==> src/rtl/block_serializer_64x10bit_pkg.sv <==
// rtl/block_serializer_64x10bit_pkg.sv - shared constants, zigzag table and block unpack helper
// Package jpeg_blk_pkg:
//   BLK_DEPTH / BLK_DW / BLK_BITS : block geometry (64 samples x 10 bits = 640 bits)
//   ZIGZAG                        : JPEG zigzag scan, beat -> raster source index
//   state_t                       : serializer control states
//   unpack_sample()               : extract sample k from a packed block (sample 0 in MSBs)
package jpeg_blk_pkg;

    localparam int BLK_DEPTH = 64;
    localparam int BLK_DW    = 10;
    localparam int BLK_BITS  = BLK_DEPTH * BLK_DW;

    localparam logic [5:0] ZIGZAG [BLK_DEPTH] = '{
        6'd0,  6'd1,  6'd8,  6'd16, 6'd9,  6'd2,  6'd3,  6'd10,
        6'd17, 6'd24, 6'd32, 6'd25, 6'd18, 6'd11, 6'd4,  6'd5,
        6'd12, 6'd19, 6'd26, 6'd33, 6'd40, 6'd48, 6'd41, 6'd34,
        6'd27, 6'd20, 6'd13, 6'd6,  6'd7,  6'd14, 6'd21, 6'd28,
        6'd35, 6'd42, 6'd49, 6'd56, 6'd57, 6'd50, 6'd43, 6'd36,
        6'd29, 6'd22, 6'd15, 6'd23, 6'd30, 6'd37, 6'd44, 6'd51,
        6'd58, 6'd59, 6'd52, 6'd45, 6'd38, 6'd31, 6'd39, 6'd46,
        6'd53, 6'd60, 6'd61, 6'd54, 6'd47, 6'd55, 6'd62, 6'd63
    };

    typedef enum logic {
        ST_IDLE   = 1'b0,
        ST_STREAM = 1'b1
    } state_t;

    function automatic logic [BLK_DW-1:0] unpack_sample(input logic [BLK_BITS-1:0] blk,
                                                        input logic [5:0]          k);
        return blk[BLK_BITS - 1 - BLK_DW * int'(k) -: BLK_DW];
    endfunction

endpackage

==> src/rtl/block_serializer_64x10bit_if.sv <==
// rtl/block_serializer_64x10bit_if.sv - block input / sample output handshake bundle
// Signals:
//   in_valid, in_ready, in_block_640bits : block input handshake (sample 0 in MSBs)
//   flush                                : synchronous abort of the current block
//   out_valid, out_ready                 : sample output handshake
//   out_data, out_index, out_last        : sample, beat number 0..63, last-beat flag
// Modports: master = producer/consumer side, slave = serializer side.
interface block_serializer_64x10bit_if;
    import jpeg_blk_pkg::*;

    logic                in_valid;
    logic                in_ready;
    logic [BLK_BITS-1:0] in_block_640bits;
    logic                flush;
    logic                out_valid;
    logic                out_ready;
    logic [BLK_DW-1:0]   out_data;
    logic [5:0]          out_index;
    logic                out_last;

    modport master (
        output in_valid, in_block_640bits, flush, out_ready,
        input  in_ready, out_valid, out_data, out_index, out_last
    );

    modport slave (
        input  in_valid, in_block_640bits, flush, out_ready,
        output in_ready, out_valid, out_data, out_index, out_last
    );

endinterface

==> src/rtl/block_serializer_64x10bit_order_rom.sv <==
// rtl/block_serializer_64x10bit_order_rom.sv - beat number to source sample index
// Module blk_order_rom. Macro ZIGZAG_ORDER_EN selects JPEG zigzag order; otherwise raster.
// Ports:
//   beat : output beat number 0..63
//   src  : index of the stored sample to present on that beat
module blk_order_rom
    import jpeg_blk_pkg::*;
(
    input  logic [5:0] beat,
    output logic [5:0] src
);

`ifdef ZIGZAG_ORDER_EN
    assign src = ZIGZAG[beat];
`else
    assign src = beat;
`endif

endmodule

==> src/rtl/block_serializer_64x10bit.sv <==
// rtl/block_serializer_64x10bit.sv - captures a 64x10-bit block and streams it one sample per beat
// Optional macro ZIGZAG_ORDER_EN: stream in JPEG zigzag order instead of raster order.
// Ports:
//   clock   : rising-edge clock
//   reset_n : asynchronous active-low reset
//   bus     : slave side of block_serializer_64x10bit_if (block in, samples out, flush)
module block_serializer_64x10bit
    import jpeg_blk_pkg::*;
#(
    parameter int DATA_WIDTH = BLK_DW,
    parameter int DEPTH      = BLK_DEPTH
) (
    input  logic                         clock,
    input  logic                         reset_n,
    block_serializer_64x10bit_if.slave   bus
);

    state_t                state;
    logic [5:0]            beat;
    logic [DATA_WIDTH-1:0] storage [DEPTH];
    logic [5:0]            src;
    logic                  last_beat;
    logic                  out_hs;
    logic                  in_hs;

    assign last_beat = (beat == 6'd63);
    assign out_hs    = (state == ST_STREAM) && bus.out_ready;

    // Accepting on the last output beat lets the next block follow with no bubble;
    // flush always blocks acceptance in the cycle it is asserted.
    assign bus.in_ready = !bus.flush && ((state == ST_IDLE) || (out_hs && last_beat));
    assign in_hs        = bus.in_valid && bus.in_ready;

    always_ff @(posedge clock or negedge reset_n) begin
        if (!reset_n) begin
            state <= ST_IDLE;
            beat  <= 6'd0;
        end else if (bus.flush) begin
            state <= ST_IDLE;
            beat  <= 6'd0;
        end else if (in_hs) begin
            state <= ST_STREAM;
            beat  <= 6'd0;
        end else if (out_hs) begin
            if (last_beat) begin
                state <= ST_IDLE;
                beat  <= 6'd0;
            end else begin
                beat <= beat + 6'd1;
            end
        end
    end

    always_ff @(posedge clock or negedge reset_n) begin
        if (!reset_n) begin
            for (int k = 0; k < DEPTH; k++) begin
                storage[k] <= '0;
            end
        end else if (in_hs) begin
            for (int k = 0; k < DEPTH; k++) begin
                storage[k] <= unpack_sample(bus.in_block_640bits, 6'(k));
            end
        end
    end

    blk_order_rom u_order_rom (
        .beat (beat),
        .src  (src)
    );

    assign bus.out_valid = (state == ST_STREAM);
    assign bus.out_data  = storage[src];
    assign bus.out_index = beat;
    assign bus.out_last  = last_beat;

endmodule

==> src/flat_wrapper.sv <==
// flat-port wrapper written by rule: the top's interface ports become plain ports
module block_serializer_64x10bit_flat import jpeg_blk_pkg::*;
#(
    parameter int DATA_WIDTH = BLK_DW,
    parameter int DEPTH      = BLK_DEPTH
)
  (clock, reset_n, bus_in_valid, bus_in_block_640bits, bus_flush, bus_out_ready, bus_in_ready, bus_out_valid, bus_out_data, bus_out_index, bus_out_last);
  block_serializer_64x10bit_if bus_i ();
  input  logic clock;
  input  logic reset_n;
  input wire logic [$bits(bus_i.in_valid)-1:0] bus_in_valid;
  input wire logic [$bits(bus_i.in_block_640bits)-1:0] bus_in_block_640bits;
  input wire logic [$bits(bus_i.flush)-1:0] bus_flush;
  input wire logic [$bits(bus_i.out_ready)-1:0] bus_out_ready;
  output wire logic [$bits(bus_i.in_ready)-1:0] bus_in_ready;
  output wire logic [$bits(bus_i.out_valid)-1:0] bus_out_valid;
  output wire logic [$bits(bus_i.out_data)-1:0] bus_out_data;
  output wire logic [$bits(bus_i.out_index)-1:0] bus_out_index;
  output wire logic [$bits(bus_i.out_last)-1:0] bus_out_last;
  assign bus_i.in_valid = bus_in_valid;
  assign bus_i.in_block_640bits = bus_in_block_640bits;
  assign bus_i.flush = bus_flush;
  assign bus_i.out_ready = bus_out_ready;
  assign bus_in_ready = bus_i.in_ready;
  assign bus_out_valid = bus_i.out_valid;
  assign bus_out_data = bus_i.out_data;
  assign bus_out_index = bus_i.out_index;
  assign bus_out_last = bus_i.out_last;
  block_serializer_64x10bit #(.DATA_WIDTH(DATA_WIDTH), .DEPTH(DEPTH)) u_core (.clock(clock), .reset_n(reset_n), .bus(bus_i));
endmodule
==> config.mk <==
export PLATFORM = sky130hd
export DESIGN_NAME = block_serializer_64x10bit_flat
export DESIGN_NICKNAME = d
export VERILOG_FILES = /design/src/rtl/block_serializer_64x10bit_pkg.sv /design/src/rtl/block_serializer_64x10bit_if.sv /design/src/rtl/block_serializer_64x10bit_order_rom.sv /design/src/rtl/block_serializer_64x10bit.sv /design/src/flat_wrapper.sv
export SDC_FILE = /design/constraint.sdc
export NUM_CORES = 1
export LEC_CHECK = 0
export BUFFER_PORTS_ARGS = -buffer_cell sky130_fd_sc_hd__buf_2
export CELL_PAD_IN_SITES_DETAIL_PLACEMENT = 0
export CELL_PAD_IN_SITES_GLOBAL_PLACEMENT = 1
export CORE_MARGIN = 10
export CORE_UTILIZATION = 30
export CTS_BUF_LIST = sky130_fd_sc_hd__clkbuf_4 sky130_fd_sc_hd__clkbuf_8 sky130_fd_sc_hd__clkbuf_16
export CTS_CLUSTER_SIZE = 16
export DETAILED_ROUTE_END_ITERATION = 10
export PLACE_DENSITY_LB_ADDON = 0.1
export SYNTH_ARGS = -nofsm -noshare
export SYNTH_HDL_FRONTEND = slang
export SYNTH_SLANG_ARGS = --single-unit
export TNS_END_PERCENT = 20
==> constraint.sdc <==
create_clock -name clock -period 3 [get_ports clock]
set_input_delay 0.3 -clock clock [delete_from_list [all_inputs] [get_ports clock]]
set_output_delay 0.3 -clock clock [all_outputs]
set_load 0.03 [all_outputs]
==> metrics.yaml <==
routing:
  firstDrtPassIters: 4
  route.detailed.drc: 0
  routed-wl-met2_mm: 62.0
  drt-wirelength-per-cell_microns: 26.2
  dr_total_vias: 22300
  met1_length_mm: 53.5
  ant_nets: 0
  drt-total-wl_mm: 126
  drt_iter0_markers: 962
  via_per_inst: 4.65
  dr_wl_met3_mm: 5.90
  highest_layer: "met5"
die:
  die_area_sq_um: 122000
  ios: 664
  start_util: 0.303
  core_sq_um: 107000
  die_y_microns: 349
  die_x_microns: 349
  std_cell_rows: 120
clocking:
  clockBufferDepth: 3
  path_clk_slew_ns: 0.05
  cts_buffers: 81
  cts.sinks: 647
  root_buffer: "clkbuf_16"
  cts.htree.levels: 3
  clock_latency_ns: 0.64
  cts_tree: "built"
critical_path:
  crit_path_max_fanout: 8
  criticalPathCategory: "reg -> out"
  required_ns: 2.70
  cp-end-kind: "output pin"
  cp-start-kind: "flip-flop"
  worstPathArrival_ns: 3.16
layout:
  instances_no_fill: 4789
  syn2layout_area_growth_pct: 47.9
  final_cell_mix: "buf_2 (651), dlygate4sd3_1 (644), dfrtp_1 (643)"
  final_common_cell: "buf_2"
  fin_nets: 3953
  drive_gt1_frac: 0.538
yosys:
  netlist_instances: 1871
  syn-num-nets: 2517
  ys_ff_latch: 647
  avgSynthCellArea_sq_um: 17.4
  ys_seq_area_frac: 0.498
  ys_types: 42
  syn-cell-area_sq_um: 32500
  ys_warn_count: 0
place:
  pre_cts_ws_ns: -0.223
  dp.cells: 3953
  gp_congestion: 0.786
  io_buffer_count: 663
  hpwlAfterDp_mm: 91.4
timing:
  fmax_mhz: 289
  slew_violations: 0
  grt_setup_unrepaired: "yes"
  finalWorstSetupSlack_ns: -0.458
  skew_ns: 0.0157
  post-route-min-period_ns: 3.46
  fin_setup_tns_ns: -4.22
  slew_headroom: 0.473
  fin_crit_sh: 1.15
  finalSetupViolations: 10
  hold_violations: 0
  worstMarginPinSlew_ns: 0.790
job:
  max_cap_violations: 0
grt:
  grt_pass1_vias: 26200
  grt.overflow.total: 0
  antenna_found_initial: 20
  grt_max_degree: 99
  grtUsageTotal: 0.202
  grt_pass1_wl_mm: 183
pwr:
  fin_total_pwr_mw: 28.5
  p_leak_nw: 21.4
  powerDensity_nw_per_um2: 592
  vdd.ir_drop.worst_mv: 0.365
outcome:
  failed_checks: "setup timing"
  status: "finished, violations left"
hold_path:
  min-delay-path-class: "in -> reg"
worst paths after layout:
check | endpoint | slack, ns | cells past startpoint | startpoint
max | bus_out_data[7] | -0.46 | 7 | u_core.bus.out_index[0]
min | u_core.bus.out_index[3] | 0.08 | 4 | bus_out_ready
max reg2reg | u_core.storage[159] | 0.13 | 10 | u_core.bus.out_index[0]
min reg2reg | u_core.storage[37] | 0.48 | 1 | u_core.storage[37]
max in group asynchronous | u_core.storage[88] | 1.82 | 3 | reset_n
min in group asynchronous | u_core.storage[380] | 0.19 | 2 | reset_n
sequential cells by signal, summed over array words and instances (netlist names):
register              count
u_core.bus.out_valid      1
u_core.bus.out_index      6
u_core.storage          640
metal layers:
metal / up-vias / GRT usage
met3: 200 / 0.0428
met1: 11500 / 0.254
met5: - / 0
li1: 9929 / -
met4: 8 / 0.0664
met2: 596 / 0.345
worst max-delay path, stage by stage (launching register included):
cell and delay [ns]:
dfrtp_4 0.52, buf_12 0.21, buf_12 0.16, mux4_2 0.59, a211oi_2 0.34, a21oi_4 0.07
a211o_4 0.43, buf_12 0.16
per-stage QoR:
| step | hold slack, ns | instance area, sq um | utilization |
|---|---|---|---|
| after floorplan | 0.00441 | 32500 | - |
| final | 0.0777 | 48100 | 0.448 |
| after detailed placement | 0.265 | 37600 | 0.350 |
| after global routing | 0.0930 | 48100 | 0.448 |
| after CTS | 0.00736 | 47800 | 0.446 |
| after global placement | 0.270 | 37600 | 0.350 |
timing repair:
item                       4_1_cts  5_1_grt
hold buffers                   644        0
gates cloned                     5        2
gates resized for setup        141       38
buffers inserted                21        9
hold endpoints to repair       702        0
pin swaps                       18       12
setup endpoints to repair       12      220
synth_stat cells (all sizes together):
master	n	area [sq um]
nand2	23	88.8
dfrtp	647	16200
nand3b	1	7.51
a211o	10	87.6
mux4	120	2700
a31oi	1	6.26
mux2i	101	1010
nor3b	1	7.51
or2	2	12.5
nor3	7	35.0
xor2	1	8.76
nor2b	13	81.3
a21oi	31	155
o22ai	10	62.6
nor4	2	12.5
mux2	640	9460
inv	3	11.3
nor2	7	28.8
a221oi	20	175
ha	1	12.5
o31ai	18	135
xnor2	1	8.76
and2	4	27.5
clkbuf	26	97.6
and2b	1	7.51
a211oi	22	165
o21ai	20	100
or3b	1	8.76
buf	113	1660
a22oi	20	150
o31a	1	8.76
nand3	3	15.0
power breakdown:
group | total [mW] | internal (mW) | switching, mW | leakage (nW)
logic | 6.66 | 4.22 | 2.44 | 12.4
registers | 11.4 | 10.4 | 1.01 | 7.62
clock network | 10.4 | 6.45 | 3.97 | 1.43
cells by family (layout without fill, tap and decap cells):
kind of cell / after synthesis / count (layout) / share of synthesized area
AOI/OAI and AO/OA: 153 / 153 / 0.0321
muxes: 861 / 861 / 0.405
buffers and inverters: 142 / 1640 / 0.0543
other: 0 / 17 / 0
xor gates and xnor gates: 2 / 2 / 0.000538
DFF: 647 / 647 / 0.498
adders and majority gates: 1 / 1 / 0.000384
and+or+nand+nor: 65 / 65 / 0.0102
layout make-up:
type	count	area, sq um
clock buffers	120	2540
flip-flops and latches	647	16200
diodes	17	42.5
inverters	3	11.3
fillers	9460	59200
repair buffers	1492	12100
well taps	1403	1760
multi-input cells	1082	15200
clock inverters	25	312
(Power assumes the default switching activity.)
